**config.mk**
```make
export PLATFORM = sky130hd
export DESIGN_NAME = bin2bcd_seq
export DESIGN_NICKNAME = d
export VERILOG_FILES = /design/src/rtl/bin2bcd_pkg.sv /design/src/rtl/bin2bcd_seq_digit_adj.sv /design/src/rtl/bin2bcd_seq.sv
export SDC_FILE = /design/constraint.sdc
export NUM_CORES = 1
export LEC_CHECK = 0
export BUFFER_PORTS_ARGS = -buffer_cell sky130_fd_sc_hd__buf_2
export CORE_UTILIZATION = 55
export DETAILED_ROUTE_END_ITERATION = 6
export GPL_ROUTABILITY_DRIVEN = 0
export HOLD_SLACK_MARGIN = 0.1
export PLACE_DENSITY = 0.86
export SYNTH_ARGS = -nofsm -noshare
export SYNTH_HDL_FRONTEND = slang
export SYNTH_SLANG_ARGS = --single-unit
```
**constraint.sdc**
```tcl
create_clock -name clk_i -period 1.82 [get_ports clk_i]
set_input_delay 0.091 -clock clk_i [delete_from_list [all_inputs] [get_ports clk_i]]
set_output_delay 0.091 -clock clk_i [all_outputs]
set_load 0.01 [all_outputs]
```
**src/rtl/bin2bcd_pkg.sv**
```systemverilog
// bin2bcd_pkg
// Shared types and constants for the sequential binary-to-BCD converter.
//   bin2bcd_state_t : converter FSM states (IDLE, SHIFT, DONE)
//   BCD_DIGIT_W     : bits per BCD digit
//   bcd_max(d)      : largest value representable in d decimal digits (10^d - 1)
package bin2bcd_pkg;

    typedef enum logic [1:0] {
        IDLE  = 2'd0,
        SHIFT = 2'd1,
        DONE  = 2'd2
    } bin2bcd_state_t;

    localparam int BCD_DIGIT_W = 4;

    function automatic int unsigned bcd_max(input int digits);
        int unsigned acc;
        acc = 1;
        for (int i = 0; i < digits; i++) begin
            acc = acc * 10;
        end
        return acc - 1;
    endfunction

endpackage

```
**src/rtl/bin2bcd_seq_digit_adj.sv**
```systemverilog
// bcd_digit_adj
// Double-dabble correction for one BCD digit: adds 3 when the digit is 5 or
// more, so that the following left shift carries correctly into the next
// decimal digit. Purely combinational.
//   digit    : current 4-bit BCD digit
//   adjusted : digit after the conditional +3 (never exceeds 4 bits for 0..9)
module bcd_digit_adj
    import bin2bcd_pkg::*;
(
    input  logic [BCD_DIGIT_W-1:0] digit,
    output logic [BCD_DIGIT_W-1:0] adjusted
);

    always_comb begin
        adjusted = digit;
        if (digit >= 4'd5) begin
            adjusted = digit + 4'd3;
        end
    end

endmodule

```
**src/rtl/bin2bcd_seq.sv**
```systemverilog
// bin2bcd_seq
// Sequential shift-add-3 binary-to-BCD converter with valid/ready on both
// sides. One input bit is processed per cycle; the result registers hold
// their value between conversions so display decoders can read them freely.
//
// Optional feature macro: BIN2BCD_BLANK_EN (leading-zero blanking on blank_o).
//
// Ports:
//   clk_i    : clock, rising edge
//   rst_ni   : asynchronous active-low reset
//   bin_i    : binary input, sampled on accept
//   valid_i  : upstream offers bin_i (only honoured in IDLE)
//   ready_o  : converter idle and able to accept
//   bcd_o    : result, digit k at [4k+3:4k], k=0 is units
//   blank_o  : per-digit leading-zero blank request (0 when feature disabled)
//   ovf_o    : last accepted input exceeded 10^DIGITS-1 (result saturated)
//   valid_o  : result available (held until ready_i)
//   ready_i  : downstream consumes result
module bin2bcd_seq
    import bin2bcd_pkg::*;
#(
    parameter int WIDTH  = 14,
    parameter int DIGITS = 4
) (
    input  logic                          clk_i,
    input  logic                          rst_ni,
    input  logic [WIDTH-1:0]              bin_i,
    input  logic                          valid_i,
    output logic                          ready_o,
    output logic [BCD_DIGIT_W*DIGITS-1:0] bcd_o,
    output logic [DIGITS-1:0]             blank_o,
    output logic                          ovf_o,
    output logic                          valid_o,
    input  logic                          ready_i
);

    localparam int          BCD_W    = BCD_DIGIT_W * DIGITS;
    localparam int unsigned MAX_VAL  = bcd_max(DIGITS);
    localparam int          MAX_BITS = $clog2(MAX_VAL + 1);
    // Wide enough to hold both the input and the saturation limit.
    localparam int          CMP_W    = (WIDTH > MAX_BITS) ? WIDTH : MAX_BITS;
    localparam int          CNT_W    = $clog2(WIDTH);
    localparam logic [CMP_W-1:0] MAX_CMP  = CMP_W'(MAX_VAL);
    localparam logic [CNT_W-1:0] CNT_LOAD = CNT_W'(WIDTH - 1);

    bin2bcd_state_t state_reg, state_next;

    logic [WIDTH-1:0] op_reg;
    logic [BCD_W-1:0] scratch_reg;
    logic [CNT_W-1:0] cnt_reg;
    logic             ovf_pend_reg;
    logic [BCD_W-1:0] bcd_reg;
    logic             ovf_reg;

    // Saturation: anything beyond the displayable range shows as all nines.
    logic             sat;
    logic [WIDTH-1:0] operand;

    assign sat     = (CMP_W'(bin_i) > MAX_CMP);
    assign operand = sat ? MAX_CMP[WIDTH-1:0] : bin_i;

    // Per-digit add-3, then shift {scratch, operand} left by one bit.
    logic [BCD_W-1:0]       scratch_adj;
    logic [BCD_W+WIDTH-1:0] shift_full;
    logic [BCD_W-1:0]       scratch_shift;
    logic [WIDTH-1:0]       op_shift;

    generate
        for (genvar gi = 0; gi < DIGITS; gi++) begin : g_adj
            bcd_digit_adj u_adj (
                .digit    (scratch_reg[gi*BCD_DIGIT_W +: BCD_DIGIT_W]),
                .adjusted (scratch_adj[gi*BCD_DIGIT_W +: BCD_DIGIT_W])
            );
        end
    endgenerate

    assign shift_full    = {scratch_adj, op_reg} << 1;
    assign scratch_shift = shift_full[BCD_W+WIDTH-1:WIDTH];
    assign op_shift      = shift_full[WIDTH-1:0];

    // The last SHIFT cycle is the DONE-entry edge; results come straight
    // from the final shifted scratch value.
    logic last_shift;
    assign last_shift = (state_reg == SHIFT) && (cnt_reg == '0);

    // ---------------- FSM: state register ----------------
    always_ff @(posedge clk_i or negedge rst_ni) begin
        if (!rst_ni) begin
            state_reg <= IDLE;
        end else begin
            state_reg <= state_next;
        end
    end

    // ---------------- FSM: next state ----------------
    always_comb begin
        state_next = state_reg;
        case (state_reg)
            IDLE:    if (valid_i)        state_next = SHIFT;
            SHIFT:   if (cnt_reg == '0)  state_next = DONE;
            DONE:    if (ready_i)        state_next = IDLE;
            default:                     state_next = IDLE;
        endcase
    end

    // ---------------- FSM: outputs ----------------
    always_comb begin
        ready_o = 1'b0;
        valid_o = 1'b0;
        case (state_reg)
            IDLE:    ready_o = 1'b1;
            DONE:    valid_o = 1'b1;
            default: ;
        endcase
    end

    // ---------------- Datapath ----------------
    always_ff @(posedge clk_i or negedge rst_ni) begin
        if (!rst_ni) begin
            op_reg       <= '0;
            scratch_reg  <= '0;
            cnt_reg      <= '0;
            ovf_pend_reg <= 1'b0;
            bcd_reg      <= '0;
            ovf_reg      <= 1'b0;
        end else begin
            if (state_reg == IDLE && valid_i) begin
                op_reg       <= operand;
                scratch_reg  <= '0;
                cnt_reg      <= CNT_LOAD;
                ovf_pend_reg <= sat;
            end else if (state_reg == SHIFT) begin
                op_reg      <= op_shift;
                scratch_reg <= scratch_shift;
                cnt_reg     <= cnt_reg - CNT_W'(1);
            end
            if (last_shift) begin
                bcd_reg <= scratch_shift;
                ovf_reg <= ovf_pend_reg;
            end
        end
    end

    assign bcd_o = bcd_reg;
    assign ovf_o = ovf_reg;

`ifdef BIN2BCD_BLANK_EN
    // Digit k (k>=1) blanks when it and every higher digit are zero; the
    // units digit never blanks so a zero value still shows "0".
    logic [DIGITS-1:0] blank_next;
    logic [DIGITS-1:0] blank_reg;

    assign blank_next[0] = 1'b0;
    generate
        for (genvar gi = 1; gi < DIGITS; gi++) begin : g_blank
            assign blank_next[gi] = (scratch_shift[BCD_W-1:gi*BCD_DIGIT_W] == '0);
        end
    endgenerate

    always_ff @(posedge clk_i or negedge rst_ni) begin
        if (!rst_ni) begin
            blank_reg <= '0;
        end else if (last_shift) begin
            blank_reg <= blank_next;
        end
    end

    assign blank_o = blank_reg;
`else
    assign blank_o = '0;
`endif

endmodule

```
==> results of run 1 <==
==> logic make-up after synthesis <==
| kind of cell | count (synthesis) |
|---|---|
| AOI/OAI and AO/OA | 76 |
| xor gates and xnor gates | 6 |
| adders and majority gates | 9 |
| buffers and inverters | 34 |
| DFF | 54 |
| muxes | 9 |
| other | 1 |
| and+or+nand+nor | 77 |
==> final cells by class <==
cell class	instances	area, um^2	area share
clock inverter	3	40.0	0.0125
sequential	54	1350	0.420
tap	67	83.8	0.0261
inverter	17	63.8	0.0199
timing repair buffer	59	395	0.123
clock buffer	5	68.8	0.0214
multi-input combinational	181	1210	0.377
==> power groups by stage <==
stage	logic (mW)	registers (mW)	clock network [mW]
floorplan	1.84	2.13	0
finish	2.60	2.16	0.785
detailed placement	2.55	2.15	0
global route	2.90	2.23	0.840
CTS	2.58	2.13	0.801
global placement	2.43	2.13	0
==> worst max-delay path by stage <==
stage,start,endpoint,slack (ps),cells past startpoint
floorplan,scratch_reg[4],bcd_o[6],290,6
global placement,scratch_reg[0],scratch_reg[2],170,6
detailed placement,scratch_reg[0],scratch_reg[2],110,6
CTS,cnt_reg[0],bcd_o[7],30,6
global route,scratch_reg[0],scratch_reg[2],3,6
finish,scratch_reg[0],scratch_reg[2],130,6
==> through the flow <==
stage | util | cell area, um^2 | cells
floorplan | - | 2720 | 269
global placement | 0.629 | 2970 | 366
detailed placement | 0.629 | 2970 | 366
CTS | 0.677 | 3200 | 386
global route | 0.681 | 3210 | 386
finish | 0.681 | 3210 | 386
==> layer usage <==
metal	up-vias	wire length (um)
li1	1029	-
met1	1044	2470
met2	58	2710
met3	15	206
met4	0	131
met5	-	0
==> cells in the final DEF, fill, tap and decap left out, drive strengths merged, types with 7 or more instances in the layout <==
cell	netlist	layout
a21oi	17	17
buf	12	47
dfrtp	54	54
dlygate4sd3	0	12
ha	9	9
inv	17	17
nand2	32	32
nand2b	7	7
nand3	13	13
nor3b	8	8
o21ai	39	39
==> critical path: stages (launching register included) <==
cell,delay [ps]
dfrtp_1,410
inv_1,130
ha_1,260
nand2b_1,110
a21oi_2,200
mux2_2,370
o21ai_0,150
==> what timing repair did <==
action                     in CTS  in global routing
hold endpoints to repair       65                  0
setup endpoints to repair       0                 17
hold buffers                   12                  0
gates resized for setup         0                  4
==> metrics.log, run 1 <==
[metrics] area growth from synthesis to layout: 18.8%
[metrics] Post-Route WL: 5520 um
[metrics] maximum number of pins on one net before global-route repair: 55
[metrics] CTS tree: built
[metrics] Fill cells: roughly 380
[metrics] vias in the first global route: a little under 2,000
[metrics] clock tree root buffer cell: clkbuf_8
[metrics] count of antenna diodes in the layout: 0
[metrics] depth of the most critical reg-to-reg path: 6
[metrics] Top FF cell, synth: dfrtp_1
[metrics] proportion of synthesized chip area in sequential cells: 0.499
[metrics] CP endpoint kind: register
[metrics] XOR/XNOR share of the synthesized area: 0.0194
[metrics] depth of the worst hold-timing path: 3
[metrics] DR DRC count: 2
[metrics] combinational family with the most area after synthesis: compound AO/OA/AOI/OAI gates
[metrics] fraction of the mapped netlist area in compound gates: 0.185
[metrics] part of the power in combinational logic: 0.469
[metrics] max-capacitance violation count: 0
[metrics] least setup slack across all paths after layout: 135 ps
[metrics] CTS buffer count: 5
[metrics] Setup TNS: 0 ps
[metrics] antenna violations before repair: 0
[metrics] Internal Dissipation: 3.30 mW
[metrics] initial detailed-routing violation count: around 160
[metrics] Hold/Removal Path Class: in -> reg
[metrics] grt met2 use: 0.372
[metrics] net count reported at finish: 345
[metrics] Total Die Area: 5200 um^2
[metrics] global-route wire length before repair: 8940 um
[metrics] top cell types by occurrence after synthesis: dfrtp_1, nand2_1, o21ai_0
[metrics] number of routed nets with antenna violations: 0
[metrics] count of mapped cells out of synthesis: between 200 and 300
[metrics] type of the worst setup path: reg -> reg
[metrics] count of clock tree sinks: 54
[metrics] total power of the final layout: 5.55 mW
[metrics] Final period util: 0.926
[metrics] met3 Track Usage GR: 0.0458
[metrics] Max IR drop VDD: 0.658 mV
[metrics] setup-violating endpoint count in the final report: 0
[metrics] H-tree depth reported by CTS: 2
[metrics] number of enable flip-flop cells after synthesis: 0
[metrics] cell row count: 25
[metrics] area share of and/or/nand/nor cells after synthesis: 0.154
[metrics] data arrival at the endpoint of the critical path: 1920 ps
[metrics] result of the run: finished, violations left
[metrics] share of synthesized registers carrying an async set or reset: 1.00
[metrics] part of the total power dissipated in the clock network: 0.142
[metrics] worst clock skew on the final layout: 11.3 ps
[metrics] maximum clock path buffer count: 2
[metrics] post-synthesis cell area: 2710 um^2
[metrics] leading cell types by total area after synthesis: dfrtp_1, o21ai_0, nand2_1, ha_1, a21oi_1
[metrics] Critical R2R Launch: scratch_reg[0]
[metrics] power spent charging and discharging nets: between 2 and 2.5 mW
[metrics] LEAKAGE: roughly 1.5 nW
[metrics] share of power burned in registers: 0.389
[metrics] launching element type of the critical path: register
[metrics] mean cell area of the mapped netlist: 10.2 um^2
[metrics] multiplexer share of the synthesized area: 0.0361
[metrics] WHS Endpoint: op_reg[10]
[metrics] Final Hold Violating Endpoints: 0
[metrics] wire length per cell after detailed routing: 14.3 um
[metrics] number of placed I/O pins: 41
[metrics] GR Util met1: 0.287
[metrics] total count of max-transition violations in the final report: 0
[metrics] total half-perimeter wirelength after legalization and detailed placement: 3770 um
[metrics] floorplan core area: 4720 um^2
[metrics] Critical R2R Capture: scratch_reg[2]
[metrics] router iterations before antenna repair: 7
[metrics] die extent in y: between 70 and 80 um
[metrics] violations in the final reports: design-rule violations
[metrics] number of buffers inserted to repair setup after CTS: 0
[metrics] clock transition time at the flip-flop clock pins of the worst setup and hold paths: 100 ps
[metrics] busiest metal layer after global routing: met2
[metrics] Via Count: between 2,000 and 2,500
[metrics] global-route total usage across every layer: 0.223
[metrics] most numerous cell in the Yosys netlist: dfrtp_1
[metrics] Yosys top cell by area: dfrtp_1
[metrics] fraction of final layout cells with drive strength greater than 1: 0.238
[metrics] required time of the worst setup path: 2060 ps
[metrics] biggest fanout along the worst timing path: 5
[metrics] achievable frequency: 0.593 GHz
[metrics] RSZ-0062 raised after global routing: no
[metrics] grt ovf: 0
[metrics] effective utilization at floorplan: 0.573
[metrics] horizontal die dimension: 72.1 um
[metrics] Post-Synth Adder-Cell Area: 0.0416
[metrics] PD cells: 1730 nW/um^2
[metrics] detailed-route vias per instance: 5.56
[metrics] top cell type's share of synthesized area: 0.499
[metrics] number of port buffers: 36
[metrics] internal reg-to-reg setup slack: 130 ps
[metrics] launch point of the worst hold path: bin_i[10]
[metrics] Skew-Pair Late Insertion Delay: about 310 ps
[metrics] Setup WS pre-CTS: 107 ps
[metrics] switching share of power: 0.406
[metrics] flip-flop and latch count after synthesis: between 50 and 60
[metrics] hold slack final: between 100 and 150 ps
[metrics] clock period minus worst slack: approximately 1700 ps
[metrics] number of warnings reported in the yosys synthesis log: 0
[metrics] library cells used by synthesis: 37
No activity file was read; power rests on OpenSTA's default activity.
==> run 2: changes to the inputs <==
- SYNTH_HIERARCHICAL: unset -> 1
==> run 2 against run 1 <==
Register-to-register slack got worse by 50 ps; the flow now finishes without violations; final cell count increased by 2.3%; largest cell class unchanged; first-iteration DRC count is 42% lower; flip-flop and latch count unchanged; via count fell by 0.93%.
==> metrics.log, run 2 <==
[metrics] most frequent standard cell in the layout excluding fill and tap cells: nand2_1
[metrics] CP delay by family, top: simple AND/OR/NAND/NOR gates
[metrics] Setup WS pre-CTS: 57.2 ps (-49.3 ps)
[metrics] maximum clock path buffer count: 2 (unchanged)
[metrics] area growth from synthesis to layout: 16.7%
[metrics] series of cell instances along the critical path: inv_1 > ha_1 > nor3b_1 > nand2_4 > mux2_2
[metrics] first element of the critical path: cnt_reg[0]
[metrics] launching element type of the critical path: register
[metrics] LEAKAGE: 1.63 nW (+5.8%)
[metrics] combined flip-flop and latch cell area: 1350 um^2 (unchanged)
[metrics] Final period util: 0.955 (+0.0294)
[metrics] clock tree root buffer cell: clkbuf_8
[metrics] most frequent cells in the layout: nand2_1, dfrtp_1, buf_2, nand3_1, mux2_2
[metrics] achievable frequency: 0.575 GHz (-3.1%)
[metrics] Tightest Pin Transition: 671 ps
[metrics] Worst path slowest cell: dfrtp_1
[metrics] effective utilization at floorplan: 0.577 (+0.00360)
[metrics] Critical R2R Capture: bcd_o[10]
[metrics] vias in the first global route: 2,045 (+3.3%)
[metrics] global-route total usage across every layer: 0.225 (+0.00240)
[metrics] wire length per cell after detailed routing: 13.7 um (-4.3%)
[metrics] max-capacitance violation count: 0 (unchanged)
[metrics] horizontal die dimension: 72.6 um (+0.63%)
[metrics] router iterations before antenna repair: 5 (-2)
[metrics] grt ovf: 0 (unchanged)
[metrics] Max IR drop VDD: 0.853 mV (+30%)
[metrics] Via Count: 2,126 (-0.93%)
[metrics] cell row count: 25 (unchanged)
[metrics] hold slack final: 130 ps (-1.10 ps)
[metrics] number of cells on the critical path: 5 (-1)
[metrics] number of placed I/O pins: 41 (unchanged)
[metrics] global-route wire length before repair: 9090 um (+1.6%)
[metrics] end point of the critical path: bcd_o[10]
[metrics] type of the worst setup path: reg -> reg
[metrics] count of mapped cells out of synthesis: 278 (+4.5%)
[metrics] Critical R2R Launch: cnt_reg[0]
[metrics] required time of the worst setup path: 2020 ps (-40 ps)
[metrics] net count reported at finish: 354 (+2.6%)
[metrics] Final Hold Violating Endpoints: 0 (unchanged)
[metrics] Total Die Area: 5270 um^2 (+1.3%)
[metrics] internal reg-to-reg setup slack: 80 ps (-50 ps)
[metrics] depth of the most critical reg-to-reg path: 5 (-1)
[metrics] total non-filler cell area in the finished layout: 3200 um^2 (-0.51%)
[metrics] worst clock skew on the final layout: 6.58 ps (-4.74 ps)
[metrics] biggest fanout along the worst timing path: 18 (+13)
[metrics] floorplan core area: 4750 um^2 (+0.66%)
[metrics] count of antenna diodes in the layout: 0 (unchanged)
[metrics] count of clock tree sinks: 54 (unchanged)
[metrics] Post-Route WL: 5400 um (-2.1%)
[metrics] H-tree depth reported by CTS: 2 (unchanged)
[metrics] maximum number of pins on one net before global-route repair: 55 (unchanged)
[metrics] total count of max-transition violations in the final report: 0 (unchanged)
[metrics] CP endpoint kind: register
[metrics] Fill cells: 409 (+8.2%)
[metrics] fraction of final layout cells with drive strength greater than 1: 0.235 (-0.00349)
[metrics] combined buffer and inverter count along the critical path: 1 (unchanged)
[metrics] least setup slack across all paths after layout: 81.4 ps (-53.5 ps)
[metrics] number of port buffers: 36 (unchanged)
[metrics] Slowest Stage Delay on Critical Path: 410 ps (about the same)
[metrics] total power of the final layout: 5.48 mW (-1.2%)
[metrics] clock period minus worst slack: 1740 ps (+53.5 ps)
[metrics] setup-violating endpoint count in the final report: 0 (unchanged)
[metrics] CTS buffer count: 5 (unchanged)
[metrics] PD cells: 1710 nW/um^2 (-0.70%)
[metrics] number of warnings reported in the yosys synthesis log: 6 (+6)
[metrics] mean cell area of the mapped netlist: 9.86 um^2 (-3.1%)
[metrics] data arrival at the endpoint of the critical path: 1940 ps (+20 ps)
[metrics] detailed-route vias per instance: 5.38 (-3.2%)
[metrics] number of routed nets with antenna violations: 0 (unchanged)
[metrics] relative slew slack: 0.553
[metrics] post-synthesis cell area: 2740 um^2 (+1.3%)
[metrics] DR DRC count: 0 (-2)
[metrics] die extent in y: 72.6 um (+0.63%)
[metrics] CTS tree: built
[metrics] combined area of the multi-input logic cells: 1260 um^2 (+4.1%)
[metrics] initial detailed-routing violation count: 94 (-42%)
[metrics] total half-perimeter wirelength after legalization and detailed placement: 3510 um (-6.9%)
[metrics] placed inst area: 2970 um^2 (about the same)
[metrics] Skew-Pair Late Insertion Delay: 310 ps (about the same)
[metrics] result of the run: finished clean
[metrics] antenna violations before repair: 0 (unchanged)
[metrics] number of buffers inserted to repair setup after CTS: 0 (unchanged)
[metrics] Hold/Removal Path Class: in -> reg
[metrics] clock transition time at the flip-flop clock pins of the worst setup and hold paths: 100 ps (about the same)
[run 2: worst register-to-register path, stage by stage, from the launching register on]
cell and delay (ps):
dfrtp_1 410, inv_1 70, ha_1 160, nor3b_1 410
nand2_4 250, mux2_2 340
[run 2: layout make-up]
type / instances / share of cell area
clock inverter: 2 / 0.00391
clock buffer: 6 / 0.0258
inverter: 11 / 0.0129
sequential: 54 / 0.423
multi-input combinational: 200 / 0.394
timing repair buffer: 55 / 0.114
tap: 67 / 0.0262
[run 2: metal layers]
layer	global-route usage	vias up	share of wire
met5	0	-	0
met4	0.0763	0	0.024
met3	0.0483	15	0.035
met2	0.394	56	0.51
met1	0.278	1024	0.43
li1	-	1031	-
[run 2: repair_timing]
item	4_1_cts	5_1_grt
setup endpoints to repair	0	22
resized for setup	0	2
endpoints found under the hold margin	65	0
hold buffers	12	0
[run 2: how the worst min path moves through the flow]
stage,start,to,depth (start not counted)
floorplan,rst_ni,bcd_o[0],0
global placement,rst_ni,bcd_o[6],2
detailed placement,rst_ni,bcd_o[6],2
CTS,bin_i[0],op_reg[0],3
global route,bin_i[0],op_reg[0],3
finish,bin_i[0],op_reg[0],3
[run 2: power breakdown]
part           switching [mW]  internal (mW)  leakage, nW
Clock                   0.394          0.307       0.0472
Combinational            1.41           1.18        0.906
Sequential              0.430           1.76        0.680
Total                    2.24           3.24         1.63
[run 2: through the flow]
| stage | setup TNS, ps | std cells | utilization |
|---|---|---|---|
| after floorplan | 0 | 281 | - |
| after global placement | 0 | 375 | 0.625 |
| after detailed placement | 0 | 375 | 0.625 |
| after CTS | 0 | 395 | 0.670 |
| after global routing | -544 | 395 | 0.673 |
| final | 0 | 395 | 0.673 |
